--- config.mk ---
export PLATFORM = sky130hd
export DESIGN_NAME = l0_ctrl
export DESIGN_NICKNAME = d
export VERILOG_FILES = /design/src/rtl/l0_ctrl.sv
export SDC_FILE = /design/constraint.sdc
export NUM_CORES = 1
export LEC_CHECK = 0
export BUFFER_PORTS_ARGS = -buffer_cell sky130_fd_sc_hd__buf_2
export CAP_MARGIN = 20
export CORE_UTILIZATION = 47
export CTS_CLUSTER_DIAMETER = 40
export DETAILED_ROUTE_END_ITERATION = 10
export GPL_ROUTABILITY_DRIVEN = 0
export PLACE_DENSITY = 0.64
export SETUP_SLACK_MARGIN = 0.1
export SLEW_MARGIN = 15
export SYNTH_ARGS = -nofsm -noshare
export SYNTH_HDL_FRONTEND = slang
export SYNTH_SLANG_ARGS = --single-unit
--- constraint.sdc ---
create_clock -name clk -period 3.61 [get_ports clk]
set_input_delay 0.722 -clock clk [delete_from_list [all_inputs] [get_ports clk]]
set_output_delay 0.722 -clock clk [all_outputs]
set_load 0.005 [all_outputs]
--- src/rtl/l0_ctrl.sv ---
// l0_ctrl: sequences activation SRAM reads into the L0 FIFO bank and drains
// L0 into the systolic array, tracking L0 occupancy so it never overflows.
module l0_ctrl #(
    parameter int col    = 8,
    parameter int depth  = 8,
    parameter int addr_w = 11,
    parameter int len_w  = 8
) (
    input  logic              clk,
    input  logic              reset,
    input  logic              start,
    input  logic [addr_w-1:0] base_addr,
    input  logic [len_w-1:0]  num_rows,
    input  logic              array_ready,
    output logic              sram_cen,
    output logic [addr_w-1:0] sram_addr,
    output logic              l0_wr,
    output logic              l0_rd,
    output logic              busy,
    output logic              done
);

    localparam int CNT_W = len_w + 1;
    localparam int OCC_W = $clog2(depth + 1);
    localparam int FL_W  = $clog2(col + 2);

    typedef enum logic [1:0] {
        IDLE   = 2'd0,
        STREAM = 2'd1,
        FLUSH  = 2'd2,
        DONE   = 2'd3
    } state_t;

    state_t            state;
    logic [addr_w-1:0] base_q;
    logic [CNT_W-1:0]  rows_q;
    logic [CNT_W-1:0]  rq_cnt;
    logic [CNT_W-1:0]  wr_cnt;
    logic [CNT_W-1:0]  rd_cnt;
    logic [OCC_W-1:0]  occ;
    logic [col-1:0]    dly;
    logic [FL_W-1:0]   flush_cnt;

    logic issue_rq;
    logic issue_rd;
    logic retire;

    // Issue decisions for this edge: SRAM read and L0 read are independent.
    always_comb begin
        issue_rq = (state == STREAM) && (rq_cnt < rows_q) && (occ < OCC_W'(depth));
        issue_rd = (state == STREAM) && (rd_cnt < wr_cnt) && array_ready;
        retire   = dly[col-1];
    end

    // Main sequencer: state, counters, stagger delay line and registered outputs.
    always_ff @(posedge clk) begin
        if (!reset) begin
            state     <= IDLE;
            base_q    <= '0;
            rows_q    <= '0;
            rq_cnt    <= '0;
            wr_cnt    <= '0;
            rd_cnt    <= '0;
            occ       <= '0;
            dly       <= '0;
            flush_cnt <= '0;
            sram_cen  <= 1'b1;
            sram_addr <= '0;
            l0_wr     <= 1'b0;
            l0_rd     <= 1'b0;
            busy      <= 1'b0;
            done      <= 1'b0;
        end else begin
            sram_cen <= 1'b1;
            l0_rd    <= 1'b0;
            done     <= 1'b0;

            // SRAM read data arrives one cycle after enable; write it into L0.
            l0_wr <= ~sram_cen;
            if (!sram_cen) begin
                wr_cnt <= wr_cnt + CNT_W'(1);
            end

            // A read leaves the last L0 column col cycles after its l0_rd pulse.
            dly <= {dly[col-2:0], l0_rd};
            occ <= occ + OCC_W'(issue_rq) - OCC_W'(retire);

            if (done) begin
                busy <= 1'b0;
            end

            case (state)
                IDLE: begin
                    if (start && !busy) begin
                        base_q <= base_addr;
                        rows_q <= {1'b0, num_rows};
                        rq_cnt <= '0;
                        wr_cnt <= '0;
                        rd_cnt <= '0;
                        busy   <= 1'b1;
                        state  <= (num_rows == '0) ? DONE : STREAM;
                    end
                end
                STREAM: begin
                    if (issue_rq) begin
                        sram_cen  <= 1'b0;
                        sram_addr <= base_q + addr_w'(rq_cnt);
                        rq_cnt    <= rq_cnt + CNT_W'(1);
                    end
                    if (issue_rd) begin
                        l0_rd  <= 1'b1;
                        rd_cnt <= rd_cnt + CNT_W'(1);
                        if (rd_cnt + CNT_W'(1) == rows_q) begin
                            flush_cnt <= '0;
                            state     <= FLUSH;
                        end
                    end
                end
                FLUSH: begin
                    if (flush_cnt == FL_W'(col)) begin
                        state <= DONE;
                    end else begin
                        flush_cnt <= flush_cnt + FL_W'(1);
                    end
                end
                DONE: begin
                    done  <= 1'b1;
                    state <= IDLE;
                end
                default: state <= IDLE;
            endcase
        end
    end

endmodule

**Yosys cells after proc, flatten, opt, wreduce, memory -nomap -nowiden**

Cells that the tools add are included.

- Bits in writable memories: 0
- Memories: 0
- Logic and storage cells: 78
- Latch bits: 0
- Input bits: 23
- Register bits after elaboration: 80
- Bits in read-only memories: 0

- Div/mod/pow operators: 0
- Equality and inequality tests: 11
- Reduce and logical (&&, ||, !) cells: 17
- $mul: 0
- Multiplexer cells: 24
- Shift-type cells: 0
- $add $sub $neg: 7
- Bitwise operators: 1
- $lt $le $gt $ge: 3

Operators with widths:

| operator | count |
|---|---|
| $mux W9 | 6 |
| $pmux W9 S2 | 2 |
| $add A9 B1 Y9 const B | 3 |
| $mux W4 | 3 |
| $add A11 B9 Y11 | 1 |
| $mux W2 | 5 |
| $ne A2 B2 Y1 const B | 5 |
| $eq A9 B8 Y1 | 1 |
| $lt A9 B8 Y1 | 1 |
| $lt A9 B9 Y1 | 1 |
| $logic_not A8 Y1 | 1 |
| $pmux W2 S4 | 1 |
| $pmux W4 S2 | 1 |
| $reduce_and A4 Y1 | 2 |
| $mux W1 | 6 |
| $reduce_and A2 Y1 | 3 |
| $reduce_and A3 Y1 | 2 |
| $logic_and A1 B1 Y1 | 5 |
| $add A4 B1 Y4 | 1 |
| $add A4 B1 Y4 const B | 1 |
| $eq A2 B2 Y1 const B | 2 |
| $eq A4 B4 Y1 const B | 1 |
| $lt A4 B4 Y1 const B | 1 |
| $reduce_bool A2 Y1 | 2 |
| 6 further kinds | 6 |

**Depth between registers and ports, before layout**

Gate-level depths: netlist (run 1).

- Word-level depth: 5
- Depth in mapped cells: 17
- Gate-level depth less buffers: 14

**Worst setup path after synthesis (run 1)**

OpenSTA, ideal clock, no wires.

- Path kind: register -> register
- Start: register state[1]
- End: register occ[2]
- Required time: 3.482 ns
- Arrival time: 2.837 ns
- Path buffers: 3
- Stages on the path, launching flop included: 18
- Setup slack: 0.646 ns
- Library setup time: 0.128 ns
- Cells stage by stage: dfxtp_1 inv_1 ha_1 buf_4 inv_2 or4_1 a21oi_1 o21a_2 inv_2 buf_6 clkbuf_1 ha_1 inv_1 ha_1 inv_1 fa_1 xor2_1 nor2_1

- Word-level cells in the longest chain between the ends: 5

RTL lines:

| element | RTL line | source |
|---|---|---|
| from (decl) | 34 | `state_t state;` |
| from (signal assigned) | 101 | `state <= (num_rows == '0) ? DONE : STREAM;` |
| $eq A2 B1 Y1 | 50 | `issue_rq = (state == STREAM) && (rq_cnt < rows_q) && (occ < OCC_W'(depth));` |
| $logic_and A1 B1 Y1 (2 in a row) | 50 |  |
| $add A4 B1 Y4 | 86 | `occ <= occ + OCC_W'(issue_rq) - OCC_W'(retire);` |
| $sub A4 B1 Y4 | 86 |  |
| to (signal assigned) | 86 |  |
| to (decl) | 40 | `logic [OCC_W-1:0] occ;` |

Every way passes these cells.
A chain may end at the register's enable or synchronous reset.

**Final worst setup path (run 1)**

- Start: register rows_q[2]
- End: register occ[2]

- Word-level cells in the longest chain between the ends: 5

RTL lines:

| element | RTL line | source |
|---|---|---|
| from (decl) | 36 | `logic [CNT_W-1:0] rows_q;` |
| from (signal assigned) | 96 | `rows_q <= {1'b0, num_rows};` |
| $lt A9 B8 Y1 | 50 |  |
| $logic_and A1 B1 Y1 (2 in a row) | 50 |  |
| $add A4 B1 Y4 | 86 |  |
| $sub A4 B1 Y4 | 86 |  |

Every way passes these cells.

==> results.md, run 1 <==
- Critical path's slowest cell: dfxtp_1
- Detailed Route WL: 9.85 mm
- Post-route setup slack: 455 ps
- Flop-to-flop setup slack: 450 ps
- Clock period minus worst slack: 3160 ps
- Unrepaired setup endpoints after global routing: no
- Cell Rows: 34
- Placed cell area: 4640 µm²
- Power per Cell Area: 493 nW/µm²
- Gate Count Post-Synth: 534
- Worst VDD drop: 0.000375 V
- Synth-to-layout area growth: 10.7%
- Hold Path End: dly[7]$_SDFF_PN0_
- Seq/Total Area, Yosys: 36.6%
- Final hold violation count: 0
- Drc violations: 0
- RR Endpoint: occ[2]$_SDFF_PN0_
- Commonest non-fill, non-tap cell in the layout: nand2_1
- Synth Area per Inst: 8.19 µm²
- FF+latch area: 1600 µm²
- Yosys synthesis warning count: 0
- Global-route usage over all layers: 22.0%
- Initial antenna violation count: 0
- Arrival @ worst endpoint: 3420 ps
- Fin. max-slew vios: 0
- Post-CTS resize count: 0
- Antenna violation net count after detailed routing: 0
- Worst path cell trace: inv_1 > ha_1 > a21oi_1 > o21ai_0 > a221oi_1 > o21a_2 > inv_2 > ha_1 > inv_1 > ha_1 > inv_1 > fa_1 > xor2_1 > nor2_1
- Worst-path clk slew: 100 ps
- Clock skew: 17.0 ps
- Worst Reg-to-Reg Cells: 14
- Design Area, Final: 4840 µm²
- Worst-Skew Late Latency: 370 ps
- Die area: 9690 µm²
- Crit path max fanout: 20
- Post-synth EDFFs: 0
- CP endpoint kind: flop
- Max Fclk: 317 MHz
- CTS Buffer Depth: 2
- Hold Crit Class: reg2reg
- Top-area cell type share of the netlist area: 36.6%
- Most frequent cells in the layout: 96 x nand2_1, 80 x dfxtp_1, 53 x a21oi_1
- Via-to-Cell Ratio: 5.43
- Largest net degree at the start of global routing: 26
- Post-synth cell types: 58
- Multi-input logic area: 2540 µm²
- Drt pass-1 iters: 4
- Result of the run: complete, no violations
- TritonCTS clock tree: built
- Prevailing post-synth register cell: dfxtp_1
- CP top delay family: adder cells
- Max-cap violations: 0
- Critical path startpoint category: flop
- CP Buf/Inv Count: 4
- Global-route wire length before repair: 17.0 mm
- Setup Fix Bufs, Post-CTS: 0
- Total power: 2.39 mW
- Die height: 98.4 µm
- Detailed placement HPWL: 7.37 mm
- Slew headroom: 62.5%
- Worst Path Class, Setup: reg2reg
- Fraction of layout cells with a size suffix above 1: 13.0%
- DR vias: 3689
- Hold-fix buffers, CTS: 0
- Asr flop ratio synth: 0%
- Hold path start: dly[6]$_SDFF_PN0_
- Die W: 98.4 µm
- Fillers: 852
- Overflow after GRT: 0
- Core Region: 8850 µm²
- Area leader, netlist: dfxtp_1
- Critical Path Max Stage Delay: 410 ps
- Synth Register Bits: 80
- Worst hold slack: 446 ps
- Clk sinks: 80
- Final setup fails: 0
- DR iter-0 viols: 209
- Post-Syn Nets: 597
- Clock Tree Root: clkbuf_8
- FF-to-FF Start: rows_q[2]$_SDFFE_PN0P_
- Final period utilization: 87.4%
- Vias in the first global route: 3505
- Top post-synthesis cells by area: dfxtp_1 37%, ha_1 11%, nand2_1 8.2%, a21oi_1 6.1%, xnor2_1 4.6%
- Total leakage power: 1.92 nW
- Pre-CTS setup slack: 422 ps
- Synth Cell Area: 4370 µm²
- Critical path required time: 3880 ps
- Diode count: 0
- Total CTS buffers: 9
- Initial core utilization: 49.4%
- Final setup TNS: 0 ps
- Nets@finish: 629
- Worst-Margin Slew: 562 ps
- DR WL/cell: 14.5 µm
- Hold path depth: 1
- PortBufs: 38
- I/O pin total: 39
- H-tree levels: 3
## state kept, by name, indices dropped and copies added, names as in the netlist, 2 cells and up
name / cells
rd_cnt: 9
dly: 8
state: 2
sram_addr: 11
wr_cnt: 9
occ: 4
rq_cnt: 9
flush_cnt: 4
base_q: 11
rows_q: 8
## per-layer routing
metal | vias to the layer above | global-route usage [%] | part of all wire [%] | wire (µm)
met4 | 0 | 6.31 | 1.2 | 118
li1 | 1880 | - | - | -
met5 | - | 0 | 0 | 0
met1 | 1725 | 29.8 | 49 | 4790
met2 | 71 | 35.5 | 46 | 4540
met3 | 13 | 4.47 | 4.0 | 398
## how the worst max path moves through the flow
stage,startpoint,end,depth (start not counted)
CTS,rows_q[2]$_SDFFE_PN0P_,occ[2]$_SDFF_PN0_,14
global route,state[1]$_SDFFE_PN0P_,occ[2]$_SDFF_PN0_,14
floorplan,state[1]$_SDFFE_PN0P_,occ[2]$_SDFF_PN0_,17
finish,rows_q[2]$_SDFFE_PN0P_,occ[2]$_SDFF_PN0_,14
global placement,rows_q[2]$_SDFFE_PN0P_,occ[2]$_SDFF_PN0_,14
detailed placement,rows_q[2]$_SDFFE_PN0P_,occ[2]$_SDFF_PN0_,14
## cells by family (layout without fill, tap and decap cells)
| family | after synthesis | count (layout) | share of synthesized area, % |
|---|---|---|---|
| AO/OA/AOI/OAI | 106 | 106 | 15.9 |
| XOR/XNOR | 30 | 30 | 6.01 |
| adder cells (fa/ha/maj) | 40 | 40 | 11.8 |
| buffers and inverters | 57 | 94 | 5.21 |
| flip-flops | 80 | 80 | 36.6 |
| multiplexers | 7 | 7 | 1.66 |
| AND/OR/NAND/NOR | 214 | 214 | 22.8 |
## worst register-to-register path, delay by kind of cell (launching register included)
family | cells | cell delay [ps]
adder cells (fa/ha/maj) | 4 | 1170
AND/OR/NAND/NOR | 1 | 50
buffers and inverters | 4 | 430
flip-flops | 1 | 410
AO/OA/AOI/OAI | 4 | 820
XOR/XNOR | 1 | 170
## per-stage QoR
| step | utilization [%] | std cells |
|---|---|---|
| after global placement | 52.4 | 663 |
| after floorplan | - | 534 |
| after detailed placement | 52.4 | 663 |
| after global routing | 54.7 | 679 |
| final | 54.7 | 679 |
| after CTS | 54.7 | 679 |
## cells in the mapped netlist (3+ instances only)
cell,number
a21oi_1,53
nand3_1,17
nand2b_1,6
a21o_1,5
or4_1,3
o21ai_0,15
o211ai_1,3
inv_1,33
nand2_1,96
nor2b_1,7
nor3_1,6
or2_2,3
nand4_1,7
nor3b_1,3
clkbuf_1,18
dfxtp_1,80
a211oi_1,7
xnor2_1,23
mux2i_1,5
nor2_1,37
and2_1,11
xor2_1,7
or3_1,8
ha_1,38
## report_power, final
group	leakage, nW	internal [mW]	total (mW)	switching, mW
clock	0.101	0.328	0.703	0.375
combinational	1.17	0.242	0.651	0.409
sequential	0.648	0.961	1.03	0.0713
total	1.92	1.53	2.39	0.855
## cell type report
| type | instances | share of cell area, % |
|---|---|---|
| multi-input combinational | 397 | 52.5 |
| sequential | 80 | 33.1 |
| timing repair buffer | 43 | 4.71 |
| tap | 108 | 2.79 |
| inverter | 35 | 2.71 |
| clock buffer | 9 | 2.56 |
| clock inverter | 7 | 1.60 |
(Power assumes the default switching activity.)
==> run 2, diff against run 1 <==
Settings changed: CAP_MARGIN 20 to not set, PLACE_DENSITY 0.64 to not set, PLACE_DENSITY_LB_ADDON set to 0.3.
==> run 2 against run 1 <==
  * Critical path depth unchanged
  * Final area grew 0.75%
  * Highest routed layer unchanged
  * Critical path type unchanged
  * Global-route usage down 0.39 points
  * Maximum frequency shrank 0.16%
  * Largest power group unchanged
  * Via count up 0.62%
  * Clock-buffer cell count unchanged
  * Worst setup slack worse by 4.9 ps
  * Largest cell class unchanged
  * Total power increased by 2.5%
==> results.md, run 2 (synthesis results as in run 1) <==
- Clk sinks: 80
- Layout Utilization: 55.1%
- Nets@finish: 632
- Sequential power share: 42.1%
- Drt pass-1 iters: 7
- DR vias: 3712
- Worst VDD drop: 0.000299 V
- Critical path startpoint category: flop
- DR iter-0 viols: 169
- Worst hold slack: 439 ps
- Unrepaired setup endpoints after global routing: no
- Vias in the first global route: 3651
- Post-CTS resize count: 0
- Final period utilization: 87.5%
- Slew headroom: 58.5%
- Internal: 1.61 mW
- Total leakage power: 1.95 nW
- Final setup fails: 0
- Worst-Skew Late Latency: 360 ps
- Clock Tree Root: clkbuf_8
- Worst-Margin Slew: 622 ps
- Multi-input logic area: 2540 µm²
- Via-to-Cell Ratio: 5.45
- CP endpoint kind: flop
- Die W: 98.4 µm
- Power per Cell Area: 502 nW/µm²
- Most frequent cells in the layout: 96 x nand2_1, 80 x dfxtp_1, 53 x a21oi_1
- Design Area, Final: 4880 µm²
- Overflow after GRT: 0
- Non-filler cells, final: 681
- Crit path max fanout: 20
- I/O pin total: 39
- Max-cap violations: 0
- DR WL/cell: 14.3 µm
- H-tree levels: 3
- Cell Rows: 34
- Final setup TNS: 0 ps
- Hold path start: dly[2]$_SDFF_PN0_
- Die area: 9690 µm²
- Net Sw Frac: 34.2%
- Max Fclk: 316 MHz
- FF+latch area: 1600 µm²
- PortBufs: 38
- Synth-to-layout area growth: 11.5%
- Core Region: 8850 µm²
- Fraction of layout cells with a size suffix above 1: 13.3%
- Fin. max-slew vios: 0
- Biggest registers after layout: base_q: 11 flops, sram_addr: 11 flops
- Total CTS buffers: 9
- Clock period minus worst slack: 3160 ps
- Dpl cells: 662
- Power share of the clock group: 30.1%
- Commonest non-fill, non-tap cell in the layout: nand2_1
- Worst Path Class, Setup: reg2reg
- Final hold violation count: 0
- CTS Buffer Depth: 2
- Antenna violation net count after detailed routing: 0
- Clock skew: 11.8 ps
- Die height: 98.4 µm
- Combinational share of power: 27.8%
- Critical path required time: 3840 ps
- Hold Crit Class: reg2reg
- Detailed placement HPWL: 7.00 mm
- Total net switching power: 836 µW
- Hold-fix buffers, CTS: 0
- Fillers: 823
- Detailed Route WL: 9.76 mm
- Worst-path clk slew: 90 ps
- Diode count: 0
- Drc violations: 0
- Result of the run: complete, no violations
- Arrival @ worst endpoint: 3390 ps
- FF-to-FF Start: rows_q[2]$_SDFFE_PN0P_
- TritonCTS clock tree: built
- Initial core utilization: 49.4%
- Global-route wire length before repair: 16.8 mm
- Global-route usage over all layers: 21.6%
- Initial antenna violation count: 0
- Crit. Startpoint: rows_q[2]$_SDFFE_PN0P_
- Placed cell area: 4630 µm²
- Largest net degree at the start of global routing: 31
==> run 2: cell count changes in the layout (fill, tap and decap cells not counted), sizes merged <==
cell	delta
clkinv	+1
inv	-2
bufinv	+1
buf	+3
clkinvlp	-1
==> run 2: worst paths after layout <==
check | slack (ps) | endpoint | cells past startpoint
hold reg to reg | 440 | dly[3]$_SDFF_PN0_ | 1
setup reg to reg | 450 | occ[2]$_SDFF_PN0_ | 14
hold / removal | 440 | dly[3]$_SDFF_PN0_ | 1
setup / recovery | 450 | occ[2]$_SDFF_PN0_ | 14
==> run 2: timing repair <==
item	4_1_cts	5_1_grt
setup buffers	0	4
setup endpoints to repair	0	1
endpoints found under the hold margin	0	0
==> run 2: stage by stage <==
step	power [mW]	setup slack, ps
2_1_floorplan	1.54	646
3_3_place_gp	1.68	526
3_5_place_dp	1.70	347
4_1_cts	2.44	324
5_1_grt	2.59	183
6_report	2.45	450
==> run 2: power groups by stage <==
stage / Combinational, mW / Sequential (mW) / Clock, mW
3_3_place_gp: 0.633 / 1.05 / 0
4_1_cts: 0.654 / 1.03 / 0.754
6_report: 0.680 / 1.03 / 0.736
5_1_grt: 0.761 / 1.04 / 0.786
2_1_floorplan: 0.504 / 1.03 / 0
3_5_place_dp: 0.650 / 1.05 / 0
==> run 2: cell type report <==
type,count,area share [%]
Sequential cell,80,32.8
Multi-Input combinational cell,397,52.1
Timing Repair Buffer,46,5.13
Clock buffer,9,2.54
Inverter,35,2.69
Clock inverter,6,1.87
Tap cell,108,2.77
==> run 2: worst max-delay path, stage by stage, from the launching register on <==
cell	delay (ps)
dfxtp_1	400
inv_1	90
ha_1	310
a21oi_1	130
o21ai_0	100
a221oi_1	320
o21a_2	280
inv_2	200
ha_1	320
inv_1	60
ha_1	160
inv_1	60
fa_1	370
xor2_1	170
nor2_1	50
==> run 2: metal layers <==
layer	global-route usage [%]	routed length [µm]	part of all wire, %
met1	28.2	4660	48
met2	35.0	4490	46
met3	4.26	437	4.5
met4	8.61	166	1.7
met5	0	0	0
==> run 3, diff against run 2 <==
Settings changed: CELL_PAD_IN_SITES_DETAIL_PLACEMENT set to 0, CELL_PAD_IN_SITES_GLOBAL_PLACEMENT set to 1, CORE_ASPECT_RATIO set to 1.2, CORE_UTILIZATION 47 to 45.
==> run 3 against run 2 <==
  * Sequential power barely moved
  * Clock-buffer cell count rose by 1
  * Combinational power fell by 4.7%
  * Via count fell by 2.0%
  * Clock power rose by 22%
  * Final cell count rose by 1.5%
  * Critical path depth did not move
  * Worst setup slack improved by 19 ps
  * Hold slack got worse by 6.2 ps
  * Die area rose by 4.4%
  * Global-route usage fell by 0.87 points
  * Wire length barely moved
  * Critical endpoint unchanged
  * Largest power group unchanged
  * Highest routed layer unchanged
==> results.md, run 3 (synthesis results as in run 1) <==
- Worst-Skew Late Latency: 340 ps
- Clock skew: 5.68 ps
- Fraction of layout cells with a size suffix above 1: 12.3%
- TritonCTS clock tree: built
- Hold-fix buffers, CTS: 0
- Max Fclk: 318 MHz
- Worst-path clk slew: 60 ps
- Critical path required time: 3830 ps
- Sequential power share: 40.1%
- Detailed Route WL: 9.76 mm
- Die height: 110 µm
- Initial antenna violation count: 0
- DR WL/cell: 14.1 µm
- FF-to-FF Start: rows_q[2]$_SDFFE_PN0P_
- Worst Path Class, Setup: reg2reg
- DR iter-0 viols: 130
- Clock period minus worst slack: 3140 ps
- Post-CTS resize count: 0
- H-tree levels: 3
- Combinational share of power: 25.1%
- DR vias: 3637
- Net Sw Frac: 32.8%
- Commonest non-fill, non-tap cell in the layout: nand2_1
- Max-cap violations: 0
- Fillers: 953
- CTS Buffer Depth: 2
- Biggest registers after layout: base_q: 11 flops, sram_addr: 11 flops
- Diode count: 0
- Synth-to-layout area growth: 12.8%
- Via-to-Cell Ratio: 5.26
- Final period utilization: 87.0%
- Crit. Startpoint: rows_q[2]$_SDFFE_PN0P_
- PortBufs: 38
- CP endpoint kind: flop
- Power share of the clock group: 34.7%
- Global-route usage over all layers: 20.7%
- Antenna violation net count after detailed routing: 0
- Largest net degree at the start of global routing: 32
- Drt pass-1 iters: 4
- Crit path max fanout: 20
- Vias in the first global route: 3510
- Cell Rows: 39
- Hold Crit Class: reg2reg
- Total CTS buffers: 9
- Worst VDD drop: 0.000250 V
- Result of the run: complete, no violations
- Critical path startpoint category: flop
- Clock Tree Root: clkbuf_16
- Worst-Margin Slew: 1060 ps
- Slew headroom: 29.4%
- Total net switching power: 847 µW
- Global-route wire length before repair: 16.3 mm
- Power per Cell Area: 523 nW/µm²
- Final hold violation count: 0
- Final setup fails: 0
- I/O pin total: 39
- Die W: 92.0 µm
- Clk sinks: 80
- Fin. max-slew vios: 0
- RR Endpoint: occ[2]$_SDFF_PN0_
- Initial core utilization: 46.2%
- Internal: 1.73 mW
- Layout Utilization: 52.1%
- Die area: 10100 µm²
- Worst Reg-to-Reg Cells: 14
- Arrival @ worst endpoint: 3360 ps
- Drc violations: 0
- Final setup TNS: 0 ps
- Flop-to-flop setup slack: 470 ps
- Total leakage power: 1.95 nW
- Core Region: 9470 µm²
- Detailed placement HPWL: 6.94 mm
- Unrepaired setup endpoints after global routing: no
- Most frequent cells in the layout: 96 x nand2_1, 80 x dfxtp_1, 53 x a21oi_1
- Overflow after GRT: 0
- Nets@finish: 627
- Critical Path End: occ[2]$_SDFF_PN0_
- Setup Fix Bufs, Post-CTS: 0
[run 3: critical path, stage by stage, from the launching register on]
cell      delay, ps
dfxtp_1         410
inv_1            80
ha_1            310
a21oi_1         110
o21ai_0         100
a221oi_1        260
o21a_2          350
inv_2           240
ha_1            330
inv_1            50
ha_1            160
inv_1            50
fa_1            370
xor2_1          160
nor2_1           50
[run 3: cell type report]
cell class / instances / area, µm² / share of cell area [%]
clock inverters: 5 / 58.8 / 1.19
clock buffers: 10 / 229 / 4.64
well taps: 123 / 154 / 3.12
inverters: 35 / 131 / 2.66
flip-flops and latches: 80 / 1600 / 32.5
multi-input cells: 397 / 2540 / 51.6
repair buffers: 41 / 213 / 4.31
[run 3: through the flow]
stage / instances / setup WS (ps) / power, mW / instance area (µm²) / hold slack [ps]
floorplan: 534 / 646 / 1.54 / 4370 / 412
global placement: 676 / 502 / 1.70 / 4640 / 418
detailed placement: 676 / 446 / 1.70 / 4640 / 424
CTS: 691 / 438 / 2.61 / 4930 / 437
global route: 691 / 220 / 2.73 / 4930 / 448
finish: 691 / 468 / 2.58 / 4930 / 433
[run 3: worst min-delay path by stage]
stage                 startpoint           endpoint  slack, ps  cells after the start
6_report       dly[6]$_SDFF_PN0_  dly[7]$_SDFF_PN0_        430                      1
5_1_grt        dly[1]$_SDFF_PN0_  dly[2]$_SDFF_PN0_        450                      1
4_1_cts        dly[6]$_SDFF_PN0_  dly[7]$_SDFF_PN0_        440                      1
3_5_place_dp   dly[6]$_SDFF_PN0_  dly[7]$_SDFF_PN0_        420                      1
3_3_place_gp   dly[6]$_SDFF_PN0_  dly[7]$_SDFF_PN0_        420                      1
2_1_floorplan  dly[0]$_SDFF_PN0_  dly[1]$_SDFF_PN0_        410                      1
[run 3: power by group through the flow]
stage / combinational, mW / sequential, mW / clock, mW
final: 0.648 / 1.04 / 0.896
after global routing: 0.730 / 1.05 / 0.955
after CTS: 0.653 / 1.04 / 0.918
after detailed placement: 0.648 / 1.06 / 0
after global placement: 0.644 / 1.05 / 0
after floorplan: 0.504 / 1.03 / 0
[run 3: routing by layer]
metal / wire length (µm) / up-vias / global-route usage [%]
met1: 4340 / 1681 / 24.1
met2: 4890 / 58 / 37.2
met5: 0 / - / 0
li1: - / 1881 / -
met4: 224 / 0 / 9.49
met3: 300 / 17 / 3.64
